### config.mk
export PLATFORM = sky130hd
export DESIGN_NAME = uart_tx_arbiter
export DESIGN_NICKNAME = d
export VERILOG_FILES = /design/src/rtl/uart_pkg.sv /design/src/rtl/rr_arbiter.sv /design/src/rtl/uart_tx_arbiter.sv
export SDC_FILE = /design/constraint.sdc
export NUM_CORES = 1
export LEC_CHECK = 0
export CORE_ASPECT_RATIO = 1.75
export CORE_MARGIN = 1.5
export CORE_UTILIZATION = 40
export DETAILED_ROUTE_END_ITERATION = 12
export DONT_BUFFER_PORTS = 1
export GPL_TIMING_DRIVEN = 0
export HOLD_SLACK_MARGIN = 0.08
export MAX_ROUTING_LAYER = met4
export SYNTH_ARGS = -nofsm -noshare
export SYNTH_HDL_FRONTEND = slang
export SYNTH_SLANG_ARGS = --single-unit
### constraint.sdc
create_clock -name clk_i -period 4.25 [get_ports clk_i]
set_input_delay 0.6375 -clock clk_i [delete_from_list [all_inputs] [get_ports clk_i]]
set_output_delay 0.6375 -clock clk_i [all_outputs]
set_load 0.02 [all_outputs]
### src/rtl/uart_pkg.sv
// Shared definitions for the UART transmit arbiter.
// Contents:
//   arb_state_e : arbiter FSM state encoding (idle / byte offered / waiting for next byte)
//   id_width()  : width of a port index for a given port count (at least 1 bit)
//   cnt_width() : width needed to hold a counter limit without wrapping
//   MainClk/Baud: reference clock and baud constants for the companion transmitter
package uart_pkg;

  typedef enum logic [1:0] {
    StIdle,
    StSend,
    StHold
  } arb_state_e;

  localparam int unsigned MainClk = 16;
  localparam int unsigned Baud    = 1;

  function automatic int unsigned id_width(input int unsigned n);
    return (n > 1) ? $clog2(n) : 1;
  endfunction

  function automatic int unsigned cnt_width(input int unsigned max_val);
    return (max_val > 0) ? $clog2(max_val + 1) : 1;
  endfunction

endpackage

### src/rtl/rr_arbiter.sv
// Combinational round-robin arbiter.
// Ports:
//   req_i   : request vector, one bit per port
//   ptr_i   : last-served port; the search starts at ptr_i+1 and wraps
//   gnt_o   : one-hot grant (all zero when nothing requests)
//   idx_o   : index of the granted port (0 when nothing requests)
//   valid_o : some port was granted
module rr_arbiter import uart_pkg::*; #(
  parameter int unsigned NumPorts = 4,
  localparam int unsigned IdW = id_width(NumPorts)
) (
  input  logic [NumPorts-1:0] req_i,
  input  logic [IdW-1:0]      ptr_i,
  output logic [NumPorts-1:0] gnt_o,
  output logic [IdW-1:0]      idx_o,
  output logic                valid_o
);

  always_comb begin
    int unsigned    cand;
    logic [IdW-1:0] cand_idx;
    logic           found;
    gnt_o    = '0;
    idx_o    = '0;
    found    = 1'b0;
    cand     = 0;
    cand_idx = '0;
    // k = 1 .. NumPorts visits ptr+1 first and the pointer's own port last.
    for (int unsigned k = 1; k <= NumPorts; k++) begin
      cand     = (32'(ptr_i) + k) % NumPorts;
      cand_idx = IdW'(cand);
      if (!found && req_i[cand_idx]) begin
        found           = 1'b1;
        gnt_o[cand_idx] = 1'b1;
        idx_o           = cand_idx;
      end
    end
    valid_o = found;
  end

endmodule

### src/rtl/uart_tx_arbiter.sv
// Shares one UART transmitter between NumPorts byte-stream requesters.
// Round-robin arbitration with message locking: a winning port keeps the
// transmitter until it sends a byte marked last, until MaxBurst bytes have
// gone out, or until it leaves the transmitter idle for GapTimeout cycles.
// Ports:
//   clk_i        : system clock
//   rst_i        : synchronous reset, active high
//   req_valid_i  : per-port byte available
//   req_data_i   : per-port byte, port i in bits [8i+7:8i]
//   req_last_i   : byte is the final byte of its message
//   req_ready_o  : per-port accept (transfer on valid & ready at a rising edge)
//   uart_en_o    : byte offered to the transmitter
//   uart_data_o  : registered byte for the transmitter
//   uart_ack_i   : one-cycle accept pulse from the transmitter
//   busy_o       : arbiter is not idle
//   grant_id_o   : currently / last granted port
module uart_tx_arbiter import uart_pkg::*; #(
  parameter int unsigned NumPorts   = 4,
  parameter int unsigned MaxBurst   = 16,
  parameter int unsigned GapTimeout = 1024,
  localparam int unsigned IdW = id_width(NumPorts)
) (
  input  logic                  clk_i,
  input  logic                  rst_i,
  input  logic [NumPorts-1:0]   req_valid_i,
  input  logic [8*NumPorts-1:0] req_data_i,
  input  logic [NumPorts-1:0]   req_last_i,
  output logic [NumPorts-1:0]   req_ready_o,
  output logic                  uart_en_o,
  output logic [7:0]            uart_data_o,
  input  logic                  uart_ack_i,
  output logic                  busy_o,
  output logic [IdW-1:0]        grant_id_o
);

  localparam int unsigned BurstW = cnt_width(MaxBurst);
  localparam int unsigned GapW   = cnt_width(GapTimeout);
  localparam logic [BurstW-1:0] BurstMax = BurstW'(MaxBurst);
  localparam logic [GapW-1:0]   GapLimit = GapW'(GapTimeout - 1);

  arb_state_e        state_q, state_d;
  logic [7:0]        data_q, data_d;
  logic [IdW-1:0]    grant_q, grant_d;
  logic [IdW-1:0]    rr_q, rr_d;
  logic [BurstW-1:0] burst_q, burst_d;
  logic [GapW-1:0]   gap_q, gap_d;
  logic              last_q, last_d;

  logic [7:0]          port_data [NumPorts];
  logic [NumPorts-1:0] arb_gnt;
  logic [IdW-1:0]      arb_idx;
  logic                arb_valid;

  always_comb begin
    for (int i = 0; i < NumPorts; i++) begin
      port_data[i] = req_data_i[8*i +: 8];
    end
  end

  rr_arbiter #(
    .NumPorts(NumPorts)
  ) u_rr_arbiter (
    .req_i  (req_valid_i),
    .ptr_i  (rr_q),
    .gnt_o  (arb_gnt),
    .idx_o  (arb_idx),
    .valid_o(arb_valid)
  );

  always_comb begin
    state_d     = state_q;
    data_d      = data_q;
    grant_d     = grant_q;
    rr_d        = rr_q;
    burst_d     = burst_q;
    gap_d       = gap_q;
    last_d      = last_q;
    req_ready_o = '0;
    unique case (state_q)
      StIdle: begin
        if (arb_valid) begin
          req_ready_o = arb_gnt;
          data_d      = port_data[arb_idx];
          grant_d     = arb_idx;
          last_d      = req_last_i[arb_idx];
          burst_d     = BurstW'(1);
          gap_d       = '0;
          state_d     = StSend;
        end
      end
      StSend: begin
        if (uart_ack_i) begin
          state_d = StHold;
        end
      end
      StHold: begin
        if (last_q || ((MaxBurst != 0) && (burst_q == BurstMax))) begin
          rr_d    = grant_q;
          gap_d   = '0;
          state_d = StIdle;
        end else begin
          req_ready_o[grant_q] = 1'b1;
          if (req_valid_i[grant_q]) begin
            data_d  = port_data[grant_q];
            last_d  = req_last_i[grant_q];
            gap_d   = '0;
            state_d = StSend;
            // Saturate so an unlimited burst cannot wrap the counter.
            if (burst_q != '1) begin
              burst_d = burst_q + BurstW'(1);
            end
          end else if (GapTimeout != 0) begin
            if (gap_q == GapLimit) begin
              rr_d    = grant_q;
              gap_d   = '0;
              state_d = StIdle;
            end else begin
              gap_d = gap_q + GapW'(1);
            end
          end
        end
      end
      default: state_d = StIdle;
    endcase
    // No transfer may complete on a reset edge: the byte would be lost.
    if (rst_i) begin
      req_ready_o = '0;
    end
  end

  always_ff @(posedge clk_i) begin
    if (rst_i) begin
      state_q <= StIdle;
      data_q  <= 8'h00;
      grant_q <= '0;
      rr_q    <= IdW'(NumPorts - 1);
      burst_q <= '0;
      gap_q   <= '0;
      last_q  <= 1'b0;
    end else begin
      state_q <= state_d;
      data_q  <= data_d;
      grant_q <= grant_d;
      rr_q    <= rr_d;
      burst_q <= burst_d;
      gap_q   <= gap_d;
      last_q  <= last_d;
    end
  end

  assign uart_en_o   = (state_q == StSend);
  assign busy_o      = (state_q != StIdle);
  assign uart_data_o = data_q;
  assign grant_id_o  = grant_q;

endmodule
### Word level (Yosys, flattened, before mapping)

Cells that the tools add are included.

* latch bits: 0
* input bits: 43
* RAM bits: 0
* register bits after elaboration: 31
* memory bits (read-only): 0
* memories: 0
* output and inout port bits: 16

* reductions and logical operators: 22
* multipliers: 0
* divide/modulo/power cells: 0
* shift operators: 0
* equality and inequality tests: 12
* add/subtract/negate cells: 6
* bitwise logic cells: 5
* magnitude comparators: 13
* multiplexer cells: 73

Operators with widths (number)
* 8-bit two-way mux: 7
* 11-bit two-way mux: 4
* 8-bit binary-select mux with 2-bit select: 2
* 4-bit two-way mux: 7
* 2-bit two-way mux: 12
* 11-bit one-hot mux with 2 select lines: 1
* 5-bit two-way mux: 4
* 1-bit two-way mux: 19
* 2-bit by 3-bit < comparator with 1-bit output, second input constant: 6
* 8-bit one-hot mux with 2 select lines: 1
* 1-bit binary-select mux with 2-bit select: 7
* 4-bit OR: 3
* 11-bit by 1-bit adder with 11-bit output, second input constant: 1
* 11-bit by 10-bit == test with 1-bit output, second input constant: 1
* 1-bit demux with 2-bit select: 5
* 2-bit by 1-bit >= comparator with 1-bit output, second input constant: 5
* 2-bit != test, second input constant: 5
* 5-bit one-hot mux with 2 select lines: 1
* 1-bit logical AND: 8
* 4-bit one-hot mux with 2 select lines: 1
* 3-bit >= comparator, second input constant: 2
* 2-bit NOT with 3-bit output: 2
* 2-bit one-hot mux with 3 select lines: 1
* 3-bit AND reduction: 2
* other kinds (17): 24

### Logic depth before layout (Yosys ltp)

Gate-level depths: netlist of run 1.

* word-level depth: 19
* depth in mapped cells: 11

### Modules after synthesis

From an unflattened synthesis of run 1, not the netlist that was laid out.

* cell total of the unflattened synthesis: 292
* area total of the unflattened synthesis: 2716.4 um2

Modules (own cells, without submodules)
* uart_tx_arbiter: area each 2190.9 um2, cells each 224, times used 1
* rr_arbiter: area each 525.5 um2, cells each 68, times used 1

### Worst setup path before layout of run 1

No wires, ideal clock.

* kind: register -> output
* start point: register rr_q[1]
* end point: output req_ready_o[1]
* path buffers: 2
* required time: 3.612 ns
* path slack: 0.944 ns
* data arrival time: 2.668 ns
* cell stages (with the launch flop): 11
* cell sequence: dfxtp_1 clkbuf_1 inv_1 ha_1 clkbuf_1 nor2_1 a211o_1 and3_1 a222oi_1 a21boi_0 o22ai_1

* longest elaborated chain between the ends: 16

RTL lines
* from (decl): line uart_tx_arbiter.sv:44 `logic [IdW-1:0] rr_q, rr_d;`
* from (signal assigned): line uart_tx_arbiter.sv:136 `rr_q <= IdW'(NumPorts - 1);`
* from (signal assigned): line uart_tx_arbiter.sv:144 `rr_q <= rr_d;`
* parallel branches: the longest is 13 deep, another holds 2-bit by 3-bit < comparator with 1-bit output
* 4-bit two-way mux *: line uart_tx_arbiter.sv:81 `if (arb_valid) begin`
* 4-bit one-hot mux with 2 select lines *: line uart_tx_arbiter.sv:79 `unique case (state_q)`
* 4-bit two-way mux *: line uart_tx_arbiter.sv:126 `if (rst_i) begin`
* to (decl): line uart_tx_arbiter.sv:28 `output logic [NumPorts-1:0] req_ready_o,`

Every way passes the cells marked *. The select of a mux whose other input is x is not followed.

### Worst setup path in the final report of run 1

Ends and elaborated chain as after synthesis.

==> flow_metrics.py, run 1 <==
metrics = {
    "outcome": {
        "status": "completed",
    },
    "worst_hold_path": {
        "holdPathEnd": "rr_q[1]",
        "min_path_cells": 1,
        "min_from": "rst_i",
        "worstHoldPathType": "input port to flop",
    },
    "grt": {
        "grt_overflow": 0,
        "antenna_found_initial": 0,
        "track_usage_pct": 20.09,
        "grt_pass1_vias": 2259,
        "grt_start_max_net_pins": 12,
        "grt_pass1_wl_um": 10540,
    },
    "pwr": {
        "p_leak_nw": 0.9806,
        "pwr-share-seq_pct": 44.4,
        "p_switching_w": 0.0002604,
        "pwr_density_cell_mw_per_mm2": 285.5,
        "switching_share_pct": 33.64,
        "power_frac_comb_pct": 26.6,
        "clock_power_share_pct": 29.1,
        "vdd_ir_drop_max_mv": 0.1388,
        "intPower_w": 0.0005138,
    },
    "worst_setup_path": {
        "r2r_end": "last_q",
        "max_stage_delay_ns": 0.46,
        "crit_family": "compound AO/OA/AOI/OAI gates",
        "crit_required_ns": 3.61,
        "cp.arrival_ns": 3.18,
        "rrSetupSlack_ns": 0.94,
        "crit_type": "flop to output pin",
        "critPathLaunchType": "flop",
        "reg2reg_depth": 10,
        "critical-path-slowest-cell": "ha_1",
        "worstPathCellList": "clkbuf_2 > inv_1 > ha_1 > and3b_1 > a211o_1 > and3_1 > a222oi_1 > a21boi_0 > o22ai_1",
        "r2r_start": "rr_q[1]",
        "cp_max_fo": 11,
        "critical_path_buf_inv_count": 2,
        "end_kind": "output pin",
    },
    "clock_tree": {
        "hold_buffers": 0,
        "cts_tree": "built",
        "htree_levels": 2,
        "clk_pin_slew_ns": 0.06,
        "clk_latency_ns": 0.29,
        "postCtsSetupBuffers": 0,
        "cts_buffer_depth": 2,
        "root_buffer": "clkbuf_8",
        "cts.sinks": 31,
        "cts-buffers-inserted": 5,
    },
    "routing": {
        "via_per_inst": 5.997,
        "ant_nets": 0,
        "first_pass_iters": 4,
        "dr.first_iter.drc_count": 128,
        "avgRoutedWirePerCell_um": 17.70,
        "via_count": 2261,
        "route.detailed.drc": 0,
        "wl_um": 6672,
    },
    "floorplan": {
        "core-area_mm2": 0.006181,
        "start_util_pct": 40.97,
        "die_w_um": 63.15,
        "rows": 38,
        "die-area_mm2": 0.006836,
        "num_io_pins": 59,
        "die_height_um": 108.3,
    },
    "logic_synthesis": {
        "yosysTopAreaCellShare_pct": 24.51,
        "async_flop_share_pct": 0,
        "ys_seq_area_share_pct": 24.51,
        "synth_ff_type": "dfxtp_1",
        "synth_edf_count": 0,
        "syn-num-nets": 345,
        "yosys-top-cells-area": "dfxtp_1, mux2_2, mux4_2, ha_1, nor2_1",
        "syn_avg_cell_area_um2": 8.733,
        "yosysWarnings": 0,
        "ys_ff_latch": 31,
        "synth.distinct_cells": 54,
        "syn_area_mm2": 0.002532,
        "netlist_instances": 290,
        "synth_top_area_cell": "dfxtp_1",
    },
    "sta": {
        "setup_violations": 0,
        "tightest_slew_ns": 1.253,
        "finalHoldViolCount": 0,
        "hold_ws_ns": 0.4598,
        "fin_crit_ns": 3.815,
        "rsz0062_at_grt": "false",
        "fin_crit_sh_pct": 89.77,
        "fin_setup_tns_ns": 0,
        "slew_headroom_pct": 15.60,
        "drv_slew": 0,
        "timing.fmax_ghz": 0.2621,
        "final.setup_skew_ns": 0.007177,
    },
    "final_layout": {
        "final_cell_mix": "nor2_1, dfxtp_1, nand2_1, mux2_2, a21oi_1",
        "fillers": 636,
        "final_common_cell": "nor2_1",
        "drive_gt1_share_pct": 17.85,
        "multi_input_area_mm2": 0.001799,
        "instances_no_fill": 377,
        "area_growth_pct": 7.065,
        "fin_nets": 351,
        "insertedDiodeCount": 0,
        "regArea_um2": 620.6,
    },
    "place": {
        "dp.cells": 370,
        "dp_hpwl_um": 5021,
        "place_congestion": 0.7929,
        "port_buffers": 0,
    },
    "flow_run": {
        "maxCapViolCount": 0,
    },
}
[power groups by stage]
stage | sequential [W] | clock (W) | combinational (W)
finish | 0.000344 | 0.000225 | 0.000206
global route | 0.000346 | 0.000242 | 0.000228
CTS | 0.000343 | 0.000233 | 0.000206
detailed placement | 0.000350 | 0 | 0.000205
global placement | 0.000349 | 0 | 0.000202
floorplan | 0.000344 | 0 | 0.000166
[worst max-delay path by stage]
| stage | startpoint | end | cells past startpoint |
|---|---|---|---|
| floorplan | rr_q[1] | req_ready_o[1] | 10 |
| global placement | rr_q[1] | req_ready_o[1] | 10 |
| detailed placement | rr_q[1] | req_ready_o[1] | 10 |
| CTS | rr_q[1] | req_ready_o[1] | 10 |
| global route | rr_q[1] | req_ready_o[1] | 9 |
| finish | rr_q[1] | req_ready_o[1] | 9 |
[synthesized netlist by cell type (all sizes together) (4+ instances only)]
cell type and count:
a21oi 18, a222oi 4, buf 5, clkbuf 10, dfxtp 31, ha 12, inv 10, mux2 20
mux2i 9, mux4 10, nand2 24, nand3 5, nand4 4, nor2 36, nor4 4, o21ai 16
o221ai 11, or3 4, xor2 4
[sequential cells by signal, summed over array words and instances (netlist names)]
| register | count |
|---|---|
| burst_q | 5 |
| last_q | 1 |
| uart_data_o | 8 |
| rr_q | 2 |
| grant_id_o | 2 |
| state_q | 2 |
| gap_q | 11 |
[metal layers]
| metal | vias to the layer above | GRT usage (%) | part of all wire (%) |
|---|---|---|---|
| met5 | - | - | 0 |
| met3 | 10 | 5.411 | 5.7 |
| met1 | 1072 | 20.10 | 40 |
| li1 | 1110 | - | - |
| met4 | 0 | 8.254 | 1.9 |
| met2 | 69 | 36.47 | 53 |
[stage by stage]
stage / total power, W / setup WS (ns) / area (µm²) / utilization, %
finish: 0.0007742 / 0.4348 / 2711 / 43.87
detailed placement: 0.0005549 / 0.4405 / 2633 / 42.59
global route: 0.0008163 / 0.1632 / 2711 / 43.87
global placement: 0.0005511 / 0.5564 / 2633 / 42.59
CTS: 0.0007824 / 0.09906 / 2714 / 43.91
floorplan: 0.0005103 / 0.9443 / 2532 / -
[final cells by class]
type                            count  share of cell area, %
Clock buffer                        7                  2.815
Tap cell                           80                  3.692
Multi-Input combinational cell    234                  66.36
Clock inverter                      1                 0.1846
Inverter                           10                  1.384
Buffer                             14                  2.677
Sequential cell                    31                  22.89
[kinds of logic (layout without fill, tap and decap cells)]
kind of cell    Yosys count  in the layout  share of synthesized area [%]
mux                      39             39                          21.34
xor+xnor                  6              6                          2.075
simple gates            104            104                          20.65
buf+inv                  25             32                          4.446
compound gates           73             73                          21.05
fa+ha+maj                12             12                          5.929
flops                    31             31                          24.51
[worst reg2reg max path, stage by stage, from the launching register on]
cell	delay (ns)
dfxtp_1	0.39
clkbuf_2	0.24
inv_1	0.18
ha_1	0.54
mux2i_1	0.28
nand2_1	0.09
o211ai_2	0.53
buf_2	0.39
mux2_2	0.37
nor2_1	0.10
o22ai_1	0.09
[repair_timing]
item | CTS | global route
endpoints found under the hold margin | 0 | 0
resized for setup | 0 | 2
setup endpoints to repair | 0 | 4
No activity file was read; power rests on OpenSTA's default activity.
==> run 2, diff against run 1 <==
- clock period: 4.25 -> 3.8 ns (I/O delays scaled with it)
==> run 2 against run 1 <==
Against the previous run:
- setup slack lost 0.13 ns
- final area up 1.1%
- core utilization rose by 0.47 points
- largest cell class unchanged
==> flow_metrics.py, run 2 (synthesized netlist as in run 1, its figures left out) <==
metrics = {
    "worst_setup_path": {
        "end_kind": "output pin",
        "cp_max_fo": 11,
        "crit_type": "flop to output pin",
        "cp.arrival_ns": 2.93,
        "critPathLaunchType": "flop",
        "crit_required_ns": 3.23,
    },
    "place": {
        "dp.cells": 370,
        "port_buffers": 0,
        "place_congestion": 0.7929,
        "dp_hpwl_um": 5021,
    },
    "routing": {
        "route.detailed.drc": 0,
        "dr.first_iter.drc_count": 120,
        "first_pass_iters": 4,
        "wl_um": 6736,
        "ant_nets": 0,
        "via_count": 2276,
        "avgRoutedWirePerCell_um": 17.87,
        "via_per_inst": 6.037,
    },
    "sta": {
        "tightest_slew_ns": 1.265,
        "fin_crit_ns": 3.496,
        "fin_crit_sh_pct": 92.01,
        "drv_slew": 0,
        "slew_headroom_pct": 14.76,
        "fin_setup_tns_ns": 0,
        "finalHoldViolCount": 0,
        "rsz0062_at_grt": "false",
        "timing.fmax_ghz": 0.2860,
        "setup_violations": 0,
        "final.setup_skew_ns": 0.005592,
    },
    "final_layout": {
        "fin_nets": 351,
        "insertedDiodeCount": 0,
        "regArea_um2": 620.6,
        "final_common_cell": "nor2_1",
        "drive_gt1_share_pct": 19.19,
        "largest_register": "gap_q",
        "fillers": 637,
        "instances_no_fill": 377,
        "area_growth_pct": 8.202,
        "largest_reg_flops": 11,
        "multi_input_area_mm2": 0.001828,
        "final_cell_mix": "nor2_1, dfxtp_1, nand2_1, mux2_2, a21oi_1",
    },
    "pwr": {
        "pwr_density_cell_mw_per_mm2": 316.5,
        "total_power_w": 0.0008673,
        "vdd_ir_drop_max_mv": 0.1542,
        "p_leak_nw": 0.9832,
    },
    "grt": {
        "antenna_found_initial": 0,
        "grt_overflow": 0,
        "grt_pass1_vias": 2251,
        "grt_start_max_net_pins": 12,
        "track_usage_pct": 20.05,
        "grt_pass1_wl_um": 10520,
    },
    "floorplan": {
        "rows": 38,
        "die_w_um": 63.15,
        "die_height_um": 108.3,
        "num_io_pins": 59,
        "start_util_pct": 40.97,
        "die-area_mm2": 0.006836,
        "core-area_mm2": 0.006181,
    },
    "clock_tree": {
        "cts_buffer_depth": 2,
        "root_buffer": "clkbuf_8",
        "clk_latency_ns": 0.28,
        "clk_pin_slew_ns": 0.06,
        "cts.sinks": 31,
        "cts-buffers-inserted": 5,
        "postCtsSetupBuffers": 0,
        "htree_levels": 2,
        "cts_tree": "built",
        "hold_buffers": 0,
    },
    "outcome": {
        "status": "completed",
    },
    "flow_run": {
        "maxCapViolCount": 0,
    },
    "worst_hold_path": {
        "worstHoldPathType": "input port to flop",
    },
}
## run 2: stage by stage
| step | hold slack (ns) | utilization [%] | area (µm²) | setup WS [ns] |
|---|---|---|---|---|
| after floorplan | 0.4582 | - | 2532 | 0.5618 |
| after global placement | 0.4747 | 42.59 | 2633 | 0.1739 |
| after detailed placement | 0.4803 | 42.59 | 2633 | 0.05798 |
| after CTS | 0.3831 | 43.87 | 2711 | 0.06271 |
| after global routing | 0.3819 | 44.33 | 2740 | 0.1016 |
| final | 0.3961 | 44.33 | 2740 | 0.3038 |
## run 2: where the power goes
| group | total, W | internal (W) | switching (W) |
|---|---|---|---|
| clock | 0.000250 | 0.000128 | 0.000121 |
| combinational | 0.000233 | 0.000101 | 0.000132 |
| sequential | 0.000384 | 0.000346 | 0.0000380 |
## run 2: routing by layer
metal / vias up / wire length, µm / share of wire [%] / global-route usage [%]
li1: 1108 / - / - / -
met3: 6 / 392 / 5.8 / 5.411
met2: 69 / 3667 / 54 / 36.40
met5: - / 0 / 0 / -
met1: 1093 / 2599 / 39 / 20.04
met4: 0 / 76 / 1.1 / 8.254
## run 2: path summary, 6_finish.rpt
| kind | from | to | slack (ns) | depth (start not counted) |
|---|---|---|---|---|
| worst max-delay path | rr_q[1] | req_ready_o[0] | 0.30 | 9 |
| worst min-delay path | rst_i | rr_q[1] | 0.40 | 1 |
| worst max register to register | rr_q[1] | last_q | 0.59 | 10 |
| worst min register to register | gap_q[10] | gap_q[10] | 0.49 | 1 |
## run 2: critical path, stage by stage, from the launching register on
cell and delay (ns):
dfxtp_1 0.40, clkbuf_2 0.24, inv_1 0.21, ha_4 0.32, and3b_1 0.19, a211o_1 0.26, and3_1 0.22, a222oi_1 0.43
a21oi_1 0.13, a21o_1 0.25
## run 2: area by class of cell
type                       count  area share, %
buffer                        14          2.648
clock buffer                   7          2.785
clock inverter                 1         0.1826
inverter                      10          1.370
multi-input combinational    234          66.71
sequential                    31          22.65
tap                           80          3.653
## run 2: repair_timing
item / in CTS / in global routing
endpoints found under the setup margin: 4 / 4
resized for setup: 1 / 7
cloned: 0 / 0
